[src/rtl/top_pkg.sv]
// Shared definitions for the result readout path.
// Holds the buffer pointer/data widths used by the accumulator/pooling block and
// result_drain, the command source and FSM state enums, and a zero-extension helper.
package top_pkg;

    localparam int unsigned DATA_WIDTH = 8;   // SA/FC result word width
    localparam int unsigned SA_PTR_W   = 14;  // SA data read pointer width
    localparam int unsigned FC_PTR_W   = 10;  // FC data read pointer width
    localparam int unsigned PL_PTR_W   = 14;  // pool address read pointer width
    localparam int unsigned PL_DATA_W  = 10;  // pool word width and stream width
    localparam int unsigned CMD_W      = 14;  // command base/length width
    localparam int unsigned FIFO_DEPTH = 4;   // >= 3 sustains 1 word/clk
    localparam int unsigned CNT_W      = $clog2(FIFO_DEPTH + 1);

    typedef enum logic [1:0] {
        SRC_SA   = 2'd0,
        SRC_FC   = 2'd1,
        SRC_POOL = 2'd2,
        SRC_RSV  = 2'd3
    } src_e;

    typedef enum logic [1:0] {
        ST_IDLE,
        ST_RUN,
        ST_DRAIN
    } state_e;

    function automatic logic [PL_DATA_W-1:0] zext_data(input logic [DATA_WIDTH-1:0] d);
        return {{(PL_DATA_W - DATA_WIDTH){1'b0}}, d};
    endfunction

endpackage

[src/rtl/drain_fifo.sv]
// Synchronous FIFO for the readout stream.
// Ports:
//   clk, rst        clock, synchronous active-high reset
//   push, push_data write side (push ignored when full)
//   pop             read side (ignored when empty)
//   pop_data        head entry, valid whenever count != 0, stable until popped
//   count           current occupancy, used by the producer for credit
module drain_fifo #(
    parameter int unsigned WIDTH = 11,
    parameter int unsigned DEPTH = 4,
    parameter int unsigned CNT_W = $clog2(DEPTH + 1)
) (
    input  logic             clk,
    input  logic             rst,
    input  logic             push,
    input  logic [WIDTH-1:0] push_data,
    input  logic             pop,
    output logic [WIDTH-1:0] pop_data,
    output logic [CNT_W-1:0] count
);

    localparam int unsigned AW = (DEPTH > 1) ? $clog2(DEPTH) : 1;

    logic [WIDTH-1:0] mem [DEPTH];
    logic [AW-1:0]    wr_ptr;
    logic [AW-1:0]    rd_ptr;
    logic             do_push;
    logic             do_pop;

    function automatic logic [AW-1:0] ptr_inc(input logic [AW-1:0] p);
        return (p == AW'(DEPTH - 1)) ? '0 : p + AW'(1);
    endfunction

    assign do_push  = push && (count != CNT_W'(DEPTH));
    assign do_pop   = pop && (count != '0);
    assign pop_data = mem[rd_ptr];

    always_ff @(posedge clk) begin
        if (do_push) begin
            mem[wr_ptr] <= push_data;
        end
    end

    always_ff @(posedge clk) begin
        if (rst) begin
            wr_ptr <= '0;
            rd_ptr <= '0;
            count  <= '0;
        end else begin
            if (do_push) begin
                wr_ptr <= ptr_inc(wr_ptr);
            end
            if (do_pop) begin
                rd_ptr <= ptr_inc(rd_ptr);
            end
            case ({do_push, do_pop})
                2'b10:   count <= count + CNT_W'(1);
                2'b01:   count <= count - CNT_W'(1);
                default: count <= count;
            endcase
        end
    end

endmodule

[src/rtl/result_drain.sv]
// Readout stage for the accumulator/pooling result buffers.
// Accepts one (src, base, len) command at a time, reads len words from the selected
// buffer (SA data, FC data or pool address) with 1-cycle read latency and streams them
// out on a valid/ready interface with a last marker.
// Ports:
//   clk, rst                   clock, synchronous active-high reset
//   cmd_*                      command handshake, source, base pointer, word count
//   sa_data_* / fc_data_*      SA / FC buffer read port (rden, rdptr, rdata)
//   pool_address_*             pool address buffer read port
//   m_valid_o/m_ready_i        output stream handshake, m_data_o word, m_last_o marker
//   busy_o, done_o, err_o      status: busy, completion pulse, reserved-source pulse
module result_drain
    import top_pkg::*;
(
    input  logic                  clk,
    input  logic                  rst,
    input  logic                  cmd_valid_i,
    output logic                  cmd_ready_o,
    input  logic [1:0]            cmd_src_i,
    input  logic [CMD_W-1:0]      cmd_base_i,
    input  logic [CMD_W-1:0]      cmd_len_i,
    output logic                  sa_data_rden_o,
    output logic [SA_PTR_W-1:0]   sa_data_rdptr_o,
    input  logic [DATA_WIDTH-1:0] sa_data_rdata_i,
    output logic                  fc_data_rden_o,
    output logic [FC_PTR_W-1:0]   fc_data_rdptr_o,
    input  logic [DATA_WIDTH-1:0] fc_data_rdata_i,
    output logic                  pool_address_rden_o,
    output logic [PL_PTR_W-1:0]   pool_address_rdptr_o,
    input  logic [PL_DATA_W-1:0]  pool_address_rdata_i,
    output logic                  m_valid_o,
    input  logic                  m_ready_i,
    output logic [PL_DATA_W-1:0]  m_data_o,
    output logic                  m_last_o,
    output logic                  busy_o,
    output logic                  done_o,
    output logic                  err_o
);

    state_e               state;
    state_e               state_nxt;
    src_e                 src_q;
    logic [CMD_W-1:0]     base_q;
    logic [CMD_W-1:0]     len_q;
    logic [CMD_W-1:0]     issued;
    logic [CMD_W-1:0]     rd_ptr;
    logic                 rdy_en;
    logic                 accept;
    logic                 issue;
    logic                 last_issue;
    logic                 credit_ok;
    logic                 done_set;
    logic                 err_set;
    logic                 done_q;
    logic                 err_q;
    logic                 infl_v;
    logic                 infl_last;
    logic [PL_DATA_W-1:0] rd_word;
    logic [SA_PTR_W-1:0]  sa_ptr_q;
    logic [FC_PTR_W-1:0]  fc_ptr_q;
    logic [PL_PTR_W-1:0]  pl_ptr_q;
    logic [CNT_W-1:0]     fifo_cnt;
    logic [CNT_W:0]       used;
    logic [PL_DATA_W:0]   fifo_dout;
    logic                 pop;

    // rdy_en keeps cmd_ready_o low during reset and for the first cycle it is released.
    assign cmd_ready_o = rdy_en && (state == ST_IDLE);
    assign busy_o      = (state != ST_IDLE);
    assign done_o      = done_q;
    assign err_o       = err_q;
    assign accept      = cmd_valid_i && cmd_ready_o;

    // Credit counts both buffered words and the read still in the latency stage.
    assign used       = {1'b0, fifo_cnt} + (CNT_W + 1)'(infl_v);
    assign credit_ok  = used < (CNT_W + 1)'(FIFO_DEPTH);
    assign last_issue = (issued == len_q - CMD_W'(1));
    assign rd_ptr     = base_q + issued;

    always_comb begin
        state_nxt = state;
        issue     = 1'b0;
        done_set  = 1'b0;
        err_set   = 1'b0;
        case (state)
            ST_IDLE: begin
                if (accept) begin
                    if (src_e'(cmd_src_i) == SRC_RSV) begin
                        done_set = 1'b1;
                        err_set  = 1'b1;
                    end else if (cmd_len_i == '0) begin
                        done_set = 1'b1;
                    end else begin
                        state_nxt = ST_RUN;
                    end
                end
            end
            ST_RUN: begin
                if (credit_ok) begin
                    issue = 1'b1;
                    if (last_issue) begin
                        state_nxt = ST_DRAIN;
                    end
                end
            end
            ST_DRAIN: begin
                // Leave on the edge that pops the final word so done lands one cycle later.
                if (!infl_v && ((fifo_cnt == '0) || ((fifo_cnt == CNT_W'(1)) && pop))) begin
                    state_nxt = ST_IDLE;
                    done_set  = 1'b1;
                end
            end
            default: state_nxt = ST_IDLE;
        endcase
    end

    always_ff @(posedge clk) begin
        if (rst) begin
            state <= ST_IDLE;
        end else begin
            state <= state_nxt;
        end
    end

    // Read ports: pointer is live while reading, otherwise the last issued value is held.
    assign sa_data_rden_o       = issue && (src_q == SRC_SA);
    assign fc_data_rden_o       = issue && (src_q == SRC_FC);
    assign pool_address_rden_o  = issue && (src_q == SRC_POOL);
    assign sa_data_rdptr_o      = sa_data_rden_o ? rd_ptr[SA_PTR_W-1:0] : sa_ptr_q;
    assign fc_data_rdptr_o      = fc_data_rden_o ? rd_ptr[FC_PTR_W-1:0] : fc_ptr_q;
    assign pool_address_rdptr_o = pool_address_rden_o ? rd_ptr[PL_PTR_W-1:0] : pl_ptr_q;

    always_ff @(posedge clk) begin
        if (rst) begin
            rdy_en    <= 1'b0;
            src_q     <= SRC_SA;
            base_q    <= '0;
            len_q     <= '0;
            issued    <= '0;
            done_q    <= 1'b0;
            err_q     <= 1'b0;
            infl_v    <= 1'b0;
            infl_last <= 1'b0;
            sa_ptr_q  <= '0;
            fc_ptr_q  <= '0;
            pl_ptr_q  <= '0;
        end else begin
            rdy_en    <= 1'b1;
            done_q    <= done_set;
            err_q     <= err_set;
            infl_v    <= issue;
            infl_last <= issue && last_issue;
            if (accept) begin
                src_q  <= src_e'(cmd_src_i);
                base_q <= cmd_base_i;
                len_q  <= cmd_len_i;
                issued <= '0;
            end else if (issue) begin
                issued <= issued + CMD_W'(1);
            end
            if (sa_data_rden_o) begin
                sa_ptr_q <= sa_data_rdptr_o;
            end
            if (fc_data_rden_o) begin
                fc_ptr_q <= fc_data_rdptr_o;
            end
            if (pool_address_rden_o) begin
                pl_ptr_q <= pool_address_rdptr_o;
            end
        end
    end

    // src_q cannot change while a read is in flight, so it selects the returning data.
    always_comb begin
        rd_word = zext_data(sa_data_rdata_i);
        case (src_q)
            SRC_FC:   rd_word = zext_data(fc_data_rdata_i);
            SRC_POOL: rd_word = pool_address_rdata_i;
            default:  ;
        endcase
    end

    assign pop = m_valid_o && m_ready_i;

    drain_fifo #(
        .WIDTH(PL_DATA_W + 1),
        .DEPTH(FIFO_DEPTH),
        .CNT_W(CNT_W)
    ) u_fifo (
        .clk      (clk),
        .rst      (rst),
        .push     (infl_v),
        .push_data({infl_last, rd_word}),
        .pop      (pop),
        .pop_data (fifo_dout),
        .count    (fifo_cnt)
    );

    assign m_valid_o = (fifo_cnt != '0);
    assign m_data_o  = m_valid_o ? fifo_dout[PL_DATA_W-1:0] : '0;
    assign m_last_o  = m_valid_o && fifo_dout[PL_DATA_W];

endmodule

[config.mk]
export PLATFORM = sky130hd
export DESIGN_NAME = result_drain
export DESIGN_NICKNAME = d
export VERILOG_FILES = /design/src/rtl/top_pkg.sv /design/src/rtl/drain_fifo.sv /design/src/rtl/result_drain.sv
export SDC_FILE = /design/constraint.sdc
export NUM_CORES = 1
export LEC_CHECK = 0
export BUFFER_PORTS_ARGS = -buffer_cell sky130_fd_sc_hd__buf_2
export CAP_MARGIN = 20
export CORE_ASPECT_RATIO = 0.7
export CORE_MARGIN = 3
export CORE_UTILIZATION = 51
export DETAILED_ROUTE_END_ITERATION = 8
export PLACE_DENSITY = 0.76
export RECOVER_POWER = 50
export SLEW_MARGIN = 40
export SYNTH_ARGS = -nofsm -noshare
export SYNTH_HDL_FRONTEND = slang
export SYNTH_SLANG_ARGS = --single-unit
[constraint.sdc]
create_clock -name clk -period 2.3 [get_ports clk]
set_input_delay 0.115 -clock clk [delete_from_list [all_inputs] [get_ports clk]]
set_output_delay 0.115 -clock clk [all_outputs]
set_load 0.005 [all_outputs]
==> results of run 1 <==
[registers in the layout (all words and copies together), names as in the netlist, 2 cells and up, named ones only]
| register | flops |
|---|---|
| base_q | 14 |
| fc_ptr_q | 10 |
| issued | 14 |
| len_q | 14 |
| pl_ptr_q | 14 |
| sa_ptr_q | 14 |
| src_q | 2 |
| state | 2 |
| u_fifo.count | 3 |
| u_fifo.mem | 44 |
| u_fifo.rd_ptr | 2 |
| u_fifo.wr_ptr | 2 |
[placed cells by master, fill, tap and decap left out, drive strengths merged, types with 6 or more instances in the layout]
cell,netlist,final
nor4,10,10
dfxtp,98,98
buf,9,178
a21oi,67,67
xnor2,18,18
mux2,13,13
nor3,16,16
a31oi,6,6
nand2,132,132
clkbuf,24,24
inv,25,32
and3,8,8
and2,42,42
or4,6,7
ha,28,28
nor2,48,48
edfxtp,44,44
or3,10,10
clkinvlp,0,6
dlygate4sd3,0,30
o21ai,20,20
nand4,7,7
nand2b,6,6
xor2,19,19
mux4,11,11
a211oi,6,6
a22oi,8,8
nand3,12,12
[layout make-up]
class                      count  area, um2  area share [%]
sequential                   142       3290            34.4
inverter                      25       97.6            1.02
tap                          180        225            2.35
timing repair buffer         215       1450            15.2
clock inverter                15        175            1.83
clock buffer                  17        425            4.45
multi-input combinational    537       3900            40.8
[Yosys cell counts (6+ instances only)]
| master | n | area (um2) |
|---|---|---|
| ha_1 | 28 | 350 |
| nor4_1 | 8 | 50.1 |
| clkbuf_1 | 24 | 90.1 |
| edfxtp_1 | 44 | 1320 |
| nor2_1 | 48 | 180 |
| inv_1 | 25 | 93.8 |
| xor2_1 | 19 | 166 |
| nand2b_1 | 6 | 37.5 |
| nor3_1 | 16 | 80.1 |
| xnor2_1 | 18 | 158 |
| a31oi_1 | 6 | 37.5 |
| o21ai_0 | 19 | 95.1 |
| a21oi_1 | 67 | 335 |
| and3_1 | 8 | 50.1 |
| nand4_1 | 7 | 43.8 |
| nand3_1 | 12 | 60.1 |
| a211oi_1 | 6 | 45.0 |
| mux4_2 | 11 | 248 |
| mux2_2 | 13 | 146 |
| dfxtp_1 | 98 | 1960 |
| nand2_1 | 132 | 495 |
| or3_1 | 8 | 50.1 |
| and2_1 | 40 | 250 |
| a22oi_1 | 8 | 60.1 |
[kinds of logic (layout without fill, tap and decap cells)]
group,Yosys count,count (layout),share of synthesized area (%)
and+or+nand+nor,306,307,21.1
DFF,142,142,47.4
AOI/OAI and AO/OA,136,136,11.8
buffers and inverters,58,272,3.41
xor gates and xnor gates,37,37,4.68
adders and majority gates,29,29,5.34
muxes,28,28,6.26
[how the worst max path moves through the flow]
stage	start	endpoint	slack, ns	cells past startpoint
final	issued[0]	sa_data_rdptr_o[12]	-0.44	10
after global routing	issued[0]	sa_data_rdptr_o[12]	-0.52	10
after CTS	issued[0]	sa_data_rdptr_o[12]	-0.53	10
after detailed placement	base_q[0]	pool_address_rdptr_o[12]	-0.22	10
after global placement	base_q[0]	pool_address_rdptr_o[12]	-0.17	10
after floorplan	len_q[2]	state[0]	0.03	7
[what timing repair did]
item | CTS | global route
cloned | 0 | 1
hold endpoints to repair | 30 | 0
pin swaps | 27 | 22
gates resized for setup | 62 | 63
setup buffers | 10 | 13
hold buffers | 30 | 0
endpoints found under the setup margin | 51 | 52
[where the power goes]
group / internal [mW] / total [mW] / leakage (nW) / switching, mW
registers: 2.67 / 2.75 / 1.21 / 0.0748
clock network: 1.64 / 2.82 / 0.279 / 1.18
logic: 0.588 / 1.25 / 2.54 / 0.660
total: 4.90 / 6.81 / 4.03 / 1.92
[critical path: stages (launching register included)]
cell and delay [ns]:
dfxtp_2 0.36, ha_4 0.14, inv_2 0.04, fa_2 0.36, nor2b_4 0.18, o2111ai_4 0.16, a21oi_2 0.20, nor3_2 0.08
or4_4 0.49, nand3_2 0.08, buf_2 0.11
[metrics by stage]
step | utilization, % | instance area [um2] | total power, mW
after floorplan | - | 6930 | 3.46
after global placement | 62.0 | 7970 | 3.81
after detailed placement | 62.0 | 7970 | 3.86
after CTS | 71.6 | 9200 | 6.71
after global routing | 74.5 | 9570 | 7.05
final | 74.5 | 9570 | 6.81
[layer usage]
layer	vias up	GRT usage [%]	wire length (um)
li1	2986	-	-
met1	3142	32.6	8690
met2	338	42.3	10500
met3	81	7.20	1750
met4	0	7.79	671
met5	-	0	0
==> impl_metrics.env, run 1 <==
export IMPL_outcome="complete, but fails checks"
export IMPL_violations="setup timing"
export IMPL_synth_area_per_cell_um2=9.42
export IMPL_async_reset_ff_share_pct=0
export IMPL_r2r_end="state[0]"
export IMPL_routed_wl_mm=21.6
export IMPL_fin_cells=1131
export IMPL_drt_iter0_markers=571
export IMPL_worstMarginPinSlew_ns=1.24
export IMPL_period_needed_ns=2.74
export IMPL_die_area_um2=15000
export IMPL_numCtsBuffers=17
export IMPL_drtPass1Iterations=6
export IMPL_drv_cap=0
export IMPL_worstRegToRegCells=6
export IMPL_h_tree_depth=4
export IMPL_tns_ns=-9.29
export IMPL_rows=34
export IMPL_dpl_worst_slack_ns=-0.222
export IMPL_criticalPathCategory="flop to output port"
export IMPL_hold_class="input port to flop"
export IMPL_antenna_found_initial=0
export IMPL_yosysUniqueCellTypes=58
export IMPL_whs_ns=0.0959
export IMPL_worstHoldPathCells=4
export IMPL_setup_ws_ns=-0.437
export IMPL_overflow=0
export IMPL_r2r_slack_ns=-0.08
export IMPL_syn_to_final_growth_pct=38.1
export IMPL_vias=6547
export IMPL_worst_ep_arrival_time_ns=2.62
export IMPL_r2r_start="len_q[5]"
export IMPL_wire_per_inst_um=19.1
export IMPL_ant_nets=0
export IMPL_ys_ff_latch=142
export IMPL_synth_seq_area_share_pct=47.4
export IMPL_drive_above_1_share_pct=34.1
export IMPL_yosysWarnings=0
export IMPL_maxSlewHeadroom_pct=17.6
export IMPL_placedCellCount=1049
export IMPL_first_global_vias=6238
export IMPL_post_route_drc_count=0
export IMPL_holdCritStartpoint="m_ready_i"
export IMPL_grt_pass1_wl_mm=31.3
export IMPL_cp_start_kind="flop"
export IMPL_rsz0062_at_grt="yes"
export IMPL_cts_root_buffer_cell="clkbuf_16"
export IMPL_grt_usage_pct=25.5
export IMPL_clock_latency_ns=0.43
export IMPL_clkSlewWorstSetupHoldPaths_ns=0.06
export IMPL_fin_worst_skew_ns=0.0179
export IMPL_synth_enable_flop_cells=44
export IMPL_grt_start_max_net_pins=33
export IMPL_slew_violations=0
export IMPL_required_ns=2.18
export IMPL_dpl_hpwl_mm=13.4
export IMPL_cts_tree="yes"
export IMPL_fillerInstances=851
export IMPL_cp_max_fo=3
export IMPL_clk_path_buf_depth=2
export IMPL_core_area_um2=12800
export IMPL_initial_core_util_pct=53.9
export IMPL_synth_flop_cell="dfxtp_1"
export IMPL_hold_viol_final=0
export IMPL_syn_nets=825
export IMPL_whs_endpoint="u_fifo.rd_ptr[1]"
export IMPL_syn_area_um2=6930
export IMPL_end_kind="output port"
export IMPL_power_leakage_nw=4.03
export IMPL_synthCells=736
export IMPL_num_antenna_cells=0
export IMPL_max_freq_mhz=365
export IMPL_finalCritPeriodShare_pct=119
export IMPL_setup_viol_count_final=32
export IMPL_routed_via_density=5.79
export IMPL_gp_congestion=0.957
export IMPL_fp_dieH_um=104
export IMPL_io_pins=117
export IMPL_portBuffers=116
export IMPL_powerDensity_nw_per_um2=712
export IMPL_final_nets=1027
export IMPL_clock_sinks=142
export IMPL_die_w_um=145
export IMPL_ir_drop_v=0.000553
Note: power is estimated with default switching activity, not from simulation.
==> run 2, diff against run 1 <==
--- a/config.mk
+++ b/config.mk
@@ -8,3 +8,2 @@
 export BUFFER_PORTS_ARGS = -buffer_cell sky130_fd_sc_hd__buf_2
-export CAP_MARGIN = 20
 export CORE_ASPECT_RATIO = 0.7
@@ -18,2 +17,3 @@
 export SYNTH_HDL_FRONTEND = slang
+export SYNTH_HIERARCHICAL = 1
 export SYNTH_SLANG_ARGS = --single-unit
--- a/constraint.sdc
+++ b/constraint.sdc
@@ -3,2 +3,2 @@
 set_output_delay 0.115 -clock clk [all_outputs]
-set_load 0.005 [all_outputs]
+set_load 0.02 [all_outputs]
==> impl_metrics.env, run 2 <==
export IMPL_grt_usage_pct=24.5
export IMPL_end_kind="output port"
export IMPL_worstMarginPinSlew_ns=1.43
export IMPL_slowest_delay_ns=0.44
export IMPL_clock_latency_ns=0.42
export IMPL_initial_core_util_pct=53.0
export IMPL_num_antenna_cells=0
export IMPL_async_reset_ff_share_pct=0
export IMPL_portBuffers=116
export IMPL_synth_mux_area_share_pct=6.56
export IMPL_violations="setup timing"
export IMPL_crit_buf_inv=2
export IMPL_synth_top_area_share_pct=27.7
export IMPL_maxSlewHeadroom_pct=4.89
export IMPL_final_cell_mix="nand2_1 (107), dfxtp_1 (89), buf_2 (82), buf_4 (77), a21oi_1 (66)"
export IMPL_r2r_end="u_fifo/count[2]"
export IMPL_die_area_um2=15300
export IMPL_synth_commonest_cells="nand2_1 (113), dfxtp_1 (98), a21oi_1 (72)"
export IMPL_worstRegToRegCells=11
export IMPL_finalCritPeriodShare_pct=115
export IMPL_drt_iter0_markers=667
export IMPL_grt_start_max_net_pins=65
export IMPL_setup_viol_count_final=38
export IMPL_cts_tree="yes"
export IMPL_rsz0062_at_grt="yes"
export IMPL_synthCells=753
export IMPL_r2r_start="u_fifo/count[0]"
export IMPL_synth_area_per_cell_um2=9.40
export IMPL_cp_slowest_cell="or3_4"
export IMPL_overflow=0
export IMPL_h_tree_depth=4
export IMPL_grt_pass1_wl_mm=30.3
export IMPL_cts_root_buffer_cell="clkbuf_16"
export IMPL_post_route_drc_count=0
export IMPL_routed_wl_mm=21.3
export IMPL_cp_depth=9
export IMPL_clock_sinks=142
export IMPL_cp_start_kind="flop"
export IMPL_final_util_pct=75.3
export IMPL_routed_via_density=5.79
export IMPL_vias=6756
export IMPL_ys_ff_latch=142
export IMPL_synth_most_common_cell="nand2_1"
export IMPL_worst_ep_arrival_time_ns=2.54
export IMPL_antenna_found_initial=0
export IMPL_slew_violations=0
export IMPL_core_area_um2=13400
export IMPL_syn_area_um2=7080
export IMPL_yosys_top_cells_area="dfxtp_1 (28%), edfxtp_1 (19%), nand2_1 (6.0%), a21oi_1 (5.1%), ha_1 (4.2%)"
export IMPL_r2r_slack_ns=-0.06
export IMPL_required_ns=2.18
export IMPL_cp_endpoint="fc_data_rdptr_o[6]"
export IMPL_dpl_hpwl_mm=12.9
export IMPL_hold_viol_final=0
export IMPL_fillerInstances=851
export IMPL_drv_cap=0
export IMPL_final_common_cell="nand2_1"
export IMPL_crit_family="simple AND/OR/NAND/NOR gates"
export IMPL_setup_ws_ns=-0.350
export IMPL_numCtsBuffers=17
export IMPL_first_global_vias=5969
export IMPL_startpoint="base_q[2]"
export IMPL_synth_seq_area_share_pct=46.4
export IMPL_syn_to_final_growth_pct=42.2
export IMPL_synthAdderAreaFrac_pct=4.81
export IMPL_largest_register_ff_count=44
export IMPL_worstHoldPathCells=3
export IMPL_outcome="complete, but fails checks"
export IMPL_synthSimpleGateAreaFrac_pct=20.8
export IMPL_hold_class="input port to flop"
export IMPL_ir_drop_v=0.000505
export IMPL_yosysTopAreaCell="dfxtp_1"
export IMPL_clk_path_buf_depth=2
export IMPL_cp_cell_sequence="ha_4 -> buf_4 -> nor2b_4 -> o31ai_4 -> a21boi_1 -> or3_4 -> nand3_1 -> nand2_1 -> buf_2"
export IMPL_synth_compound_area_share_pct=13.9
export IMPL_syn_nets=839
export IMPL_yosysUniqueCellTypes=67
export IMPL_power_leakage_nw=4.13
export IMPL_die_w_um=147
export IMPL_synth_top_family_by_area="simple AND/OR/NAND/NOR gates"
export IMPL_clkSlewWorstSetupHoldPaths_ns=0.06
export IMPL_ant_nets=0
export IMPL_tns_ns=-7.15
export IMPL_cp_max_fo=3
export IMPL_placedCellCount=1086
export IMPL_fin_worst_skew_ns=0.0126
export IMPL_powerDensity_nw_per_um2=596
export IMPL_synth_enable_flop_cells=44
export IMPL_largest_register="u_fifo/mem"
export IMPL_yosysWarnings=6
export IMPL_fp_dieH_um=105
export IMPL_wire_per_inst_um=18.3
export IMPL_whs_ns=0.0170
export IMPL_max_freq_mhz=377
export IMPL_rows=35
export IMPL_gp_congestion=0.875
export IMPL_final_nets=1055
export IMPL_fin_cells=1167
export IMPL_drtPass1Iterations=5
export IMPL_synthXorXnorAreaFrac_pct=3.59
export IMPL_io_pins=117
export IMPL_synth_flop_cell="dfxtp_1"
export IMPL_drive_above_1_share_pct=35.0
export IMPL_period_needed_ns=2.65
export IMPL_criticalPathCategory="flop to output port"
## run 2: cell types whose count changed in the layout (fill, tap and decap cells not counted), moves of 6 or more
cell     before  now
a21oi_1      60   66
buf_6        12   35
nand2_1     128  107
and2_1       33   15
nand3_1       8   16
buf_4        56   77
nor2b_1       2   15
ha_1         20   14
buf_2       109   82
inv_1        21   28
## run 2: worst reg2reg max path, cell delays in order, from the launching register on
cell and delay [ns]:
dfxtp_1 0.34, clkbuf_1 0.25, nor3_1 0.11, nor2_1 0.13
o31ai_2 0.13, inv_1 0.09, ha_2 0.19, inv_1 0.05
fa_1 0.37, xor2_1 0.17, or3_1 0.31, a21oi_1 0.14
## run 2: final cells by class
| class | instances | area, um2 | share of cell area (%) |
|---|---|---|---|
| multi-input cells | 540 | 4070 | 40.5 |
| flip-flops and latches | 142 | 3300 | 32.8 |
| repair buffers | 235 | 1780 | 17.7 |
| clock buffers | 18 | 429 | 4.27 |
| well taps | 185 | 231 | 2.30 |
| inverters | 33 | 135 | 1.34 |
| clock inverters | 14 | 120 | 1.19 |
## run 2: logic make-up after synthesis
| family | Yosys count |
|---|---|
| DFF | 142 |
| adders and majority gates | 26 |
| xor gates and xnor gates | 29 |
| AOI/OAI and AO/OA | 160 |
| muxes | 31 |
| and+or+nand+nor | 294 |
| buffers and inverters | 71 |
## run 2: worst min-delay path by stage
stage	startpoint	to
finish	cmd_len_i[7]	len_q[7]
global route	cmd_len_i[7]	len_q[7]
CTS	cmd_len_i[7]	len_q[7]
detailed placement	cmd_base_i[4]	base_q[4]
global placement	cmd_base_i[5]	base_q[5]
floorplan	rst	infl_v
## run 2: routing by layer
layer  GRT usage, %  vias to the layer above  part of all wire, %
met5              0                        -                    0
met4           5.84                        0                  3.0
met3           4.94                       73                  8.0
met2           36.8                      376                   45
met1           36.4                     3192                   44
li1               -                     3115                    -
## run 2: metrics by stage
stage	area [um2]	setup WS, ns	power [mW]
CTS	9540	-0.356	5.95
floorplan	7080	-0.0304	3.10
global route	10100	-0.472	6.19
finish	10100	-0.350	6.00
detailed placement	8260	-0.137	3.33
global placement	8260	-0.152	3.32
## run 2: timing repair
item / in CTS / in global routing
endpoints found under the setup margin: 43 / 39
pin swaps: 16 / 32
buffers inserted: 12 / 8
hold buffers: 30 / 0
gates cloned: 1 / 0
hold endpoints to repair: 30 / 0
gates resized for setup: 86 / 117
## run 2: where the power goes
part	switching, mW	internal (mW)	total (mW)
clock network	1.15	1.41	2.56
logic	0.430	0.335	0.765
registers	0.0332	2.64	2.67
total	1.61	4.39	6.00
==> run 3, diff against run 2 <==
--- a/constraint.sdc
+++ b/constraint.sdc
@@ -3,2 +3,2 @@
 set_output_delay 0.115 -clock clk [all_outputs]
-set_load 0.02 [all_outputs]
+set_load 0.1 [all_outputs]
==> impl_metrics.env, run 3 (synthesized netlist as in run 2, its figures left out) <==
export IMPL_p_clk_share_pct=42.1
export IMPL_fin_cells=1177
export IMPL_first_global_vias=6946
export IMPL_required_ns=2.18
export IMPL_largest_register="u_fifo/mem"
export IMPL_switching_share_pct=30.0
export IMPL_syn_to_final_growth_pct=53.1
export IMPL_final_nets=1065
export IMPL_initial_core_util_pct=53.0
export IMPL_cp_max_fo=3
export IMPL_vias=7058
export IMPL_die_area_um2=15300
export IMPL_switchingPower_mw=1.91
export IMPL_setup_ws_ns=-0.466
export IMPL_period_needed_ns=2.77
export IMPL_drtPass1Iterations=6
export IMPL_internal_power_mw=4.45
export IMPL_slew_violations=0
export IMPL_hold_class="input port to flop"
export IMPL_grt_pass1_wl_mm=35.3
export IMPL_core_area_um2=13400
export IMPL_criticalPathCategory="flop to output port"
export IMPL_end_kind="output port"
export IMPL_power_leakage_nw=4.28
export IMPL_placed_cell_area_um2=9140
export IMPL_final_common_cell="nand2_1"
export IMPL_portBuffers=116
export IMPL_outcome="complete, but fails checks"
export IMPL_finalInstanceArea_um2=10800
export IMPL_gp_congestion=0.865
export IMPL_clk_path_buf_depth=2
export IMPL_cts_tree="yes"
export IMPL_placedCellCount=1079
export IMPL_clock_sinks=142
export IMPL_routed_via_density=6.00
export IMPL_p_total_mw=6.36
export IMPL_worst_ep_arrival_time_ns=2.65
export IMPL_io_pins=117
export IMPL_drt_iter0_markers=723
export IMPL_ir_drop_v=0.000529
export IMPL_grt_start_max_net_pins=45
export IMPL_seqPwrFrac_pct=42.1
export IMPL_ant_nets=0
export IMPL_final_cell_mix="nand2_1 (95), dfxtp_1 (89), buf_4 (78), buf_2 (71), a21oi_1 (64)"
export IMPL_finalCritPeriodShare_pct=120
export IMPL_p_comb_share_pct=15.8
export IMPL_largest_register_ff_count=44
export IMPL_dpl_hpwl_mm=14.8
export IMPL_final_util_pct=81.1
export IMPL_routed_wl_mm=23.9
export IMPL_drive_above_1_share_pct=39.5
export IMPL_fp_dieH_um=105
export IMPL_powerDensity_nw_per_um2=587
export IMPL_numCtsBuffers=17
export IMPL_drv_cap=0
export IMPL_rows=35
export IMPL_setup_viol_count_final=40
export IMPL_violations="setup timing"
export IMPL_hold_viol_final=0
export IMPL_cp_start_kind="flop"
export IMPL_antenna_found_initial=0
export IMPL_cts_root_buffer_cell="clkbuf_16"
export IMPL_num_antenna_cells=0
export IMPL_grt_usage_pct=28.6
export IMPL_worstMarginPinSlew_ns=1.23
export IMPL_wire_per_inst_um=20.3
export IMPL_overflow=0
export IMPL_post_route_drc_count=0
export IMPL_maxSlewHeadroom_pct=18.5
export IMPL_h_tree_depth=4
export IMPL_clkSlewWorstSetupHoldPaths_ns=0.07
export IMPL_tns_ns=-10.48
export IMPL_max_freq_mhz=362
export IMPL_fin_worst_skew_ns=0.0128
export IMPL_rsz0062_at_grt="yes"
export IMPL_clock_latency_ns=0.43
export IMPL_die_w_um=147
export IMPL_dpl_worst_slack_ns=-0.182
export IMPL_whs_ns=0.0880
run 3: changes by cell type in the layout (fill, tap and decap cells not counted), moves of 7 or more:
cell / before / now
buf_6: 35 / 14
nor2b_1: 15 / 5
buf_12: 0 / 41
nor2b_2: 0 / 10
nand2_4: 2 / 9
buf_2: 82 / 71
nand2_1: 107 / 95
run 3: area by class of cell:
cell class / count / area [um2]
Sequential cell: 142 / 3300
Multi-Input combinational cell: 540 / 4330
Inverter: 33 / 141
Timing Repair inverter: 1 / 5.00
Tap cell: 185 / 231
Timing Repair Buffer: 244 / 2260
Fill cell: 741 / 2520
Clock inverter: 15 / 145
Clock buffer: 17 / 425
run 3: path summary, 6_finish.rpt:
check	from	endpoint	slack, ns	depth (start not counted)
max reg2reg	u_fifo/count[0]	issued[13]	-0.07	7
min	pool_address_rdata_i[8]	u_fifo/mem[3][8]	0.09	2
min reg2reg	len_q[13]	len_q[13]	0.48	2
max	issued[0]	pool_address_rdptr_o[6]	-0.47	12
run 3: power by group through the flow:
stage          Combinational (mW)  Clock, mW  Sequential, mW
2_1_floorplan               0.562          0            2.73
3_3_place_gp                0.829          0            2.73
3_5_place_dp                0.858          0            2.73
4_1_cts                     0.937       2.66            2.68
5_1_grt                      1.06       2.82            2.69
6_report                     1.00       2.68            2.68
run 3: worst max-delay path, stage by stage, from the launching register on:
cell and delay, ns:
dfxtp_4 0.36, ha_4 0.16, inv_2 0.05, fa_2 0.22, nor2b_4 0.06, o31ai_4 0.31, buf_4 0.19, buf_6 0.11
a21boi_4 0.06, or3_4 0.37, nand3_2 0.12, nand2_4 0.06, buf_12 0.16
run 3: repair_timing:
action / 4_1_cts / 5_1_grt
resized for setup: 69 / 66
buffers inserted: 22 / 24
pin swaps: 18 / 26
endpoints found under the setup margin: 48 / 45
hold endpoints to repair: 30 / 0
hold buffers: 30 / 0
cloned: 0 / 1
run 3: routing by layer:
metal  share of wire [%]  wire length [um]  GRT usage (%)
met1                  41              9690           37.7
met5                   0                 0              0
met4                 2.8               658           6.91
met3                 7.4              1770           5.85
met2                  49             11800           48.4
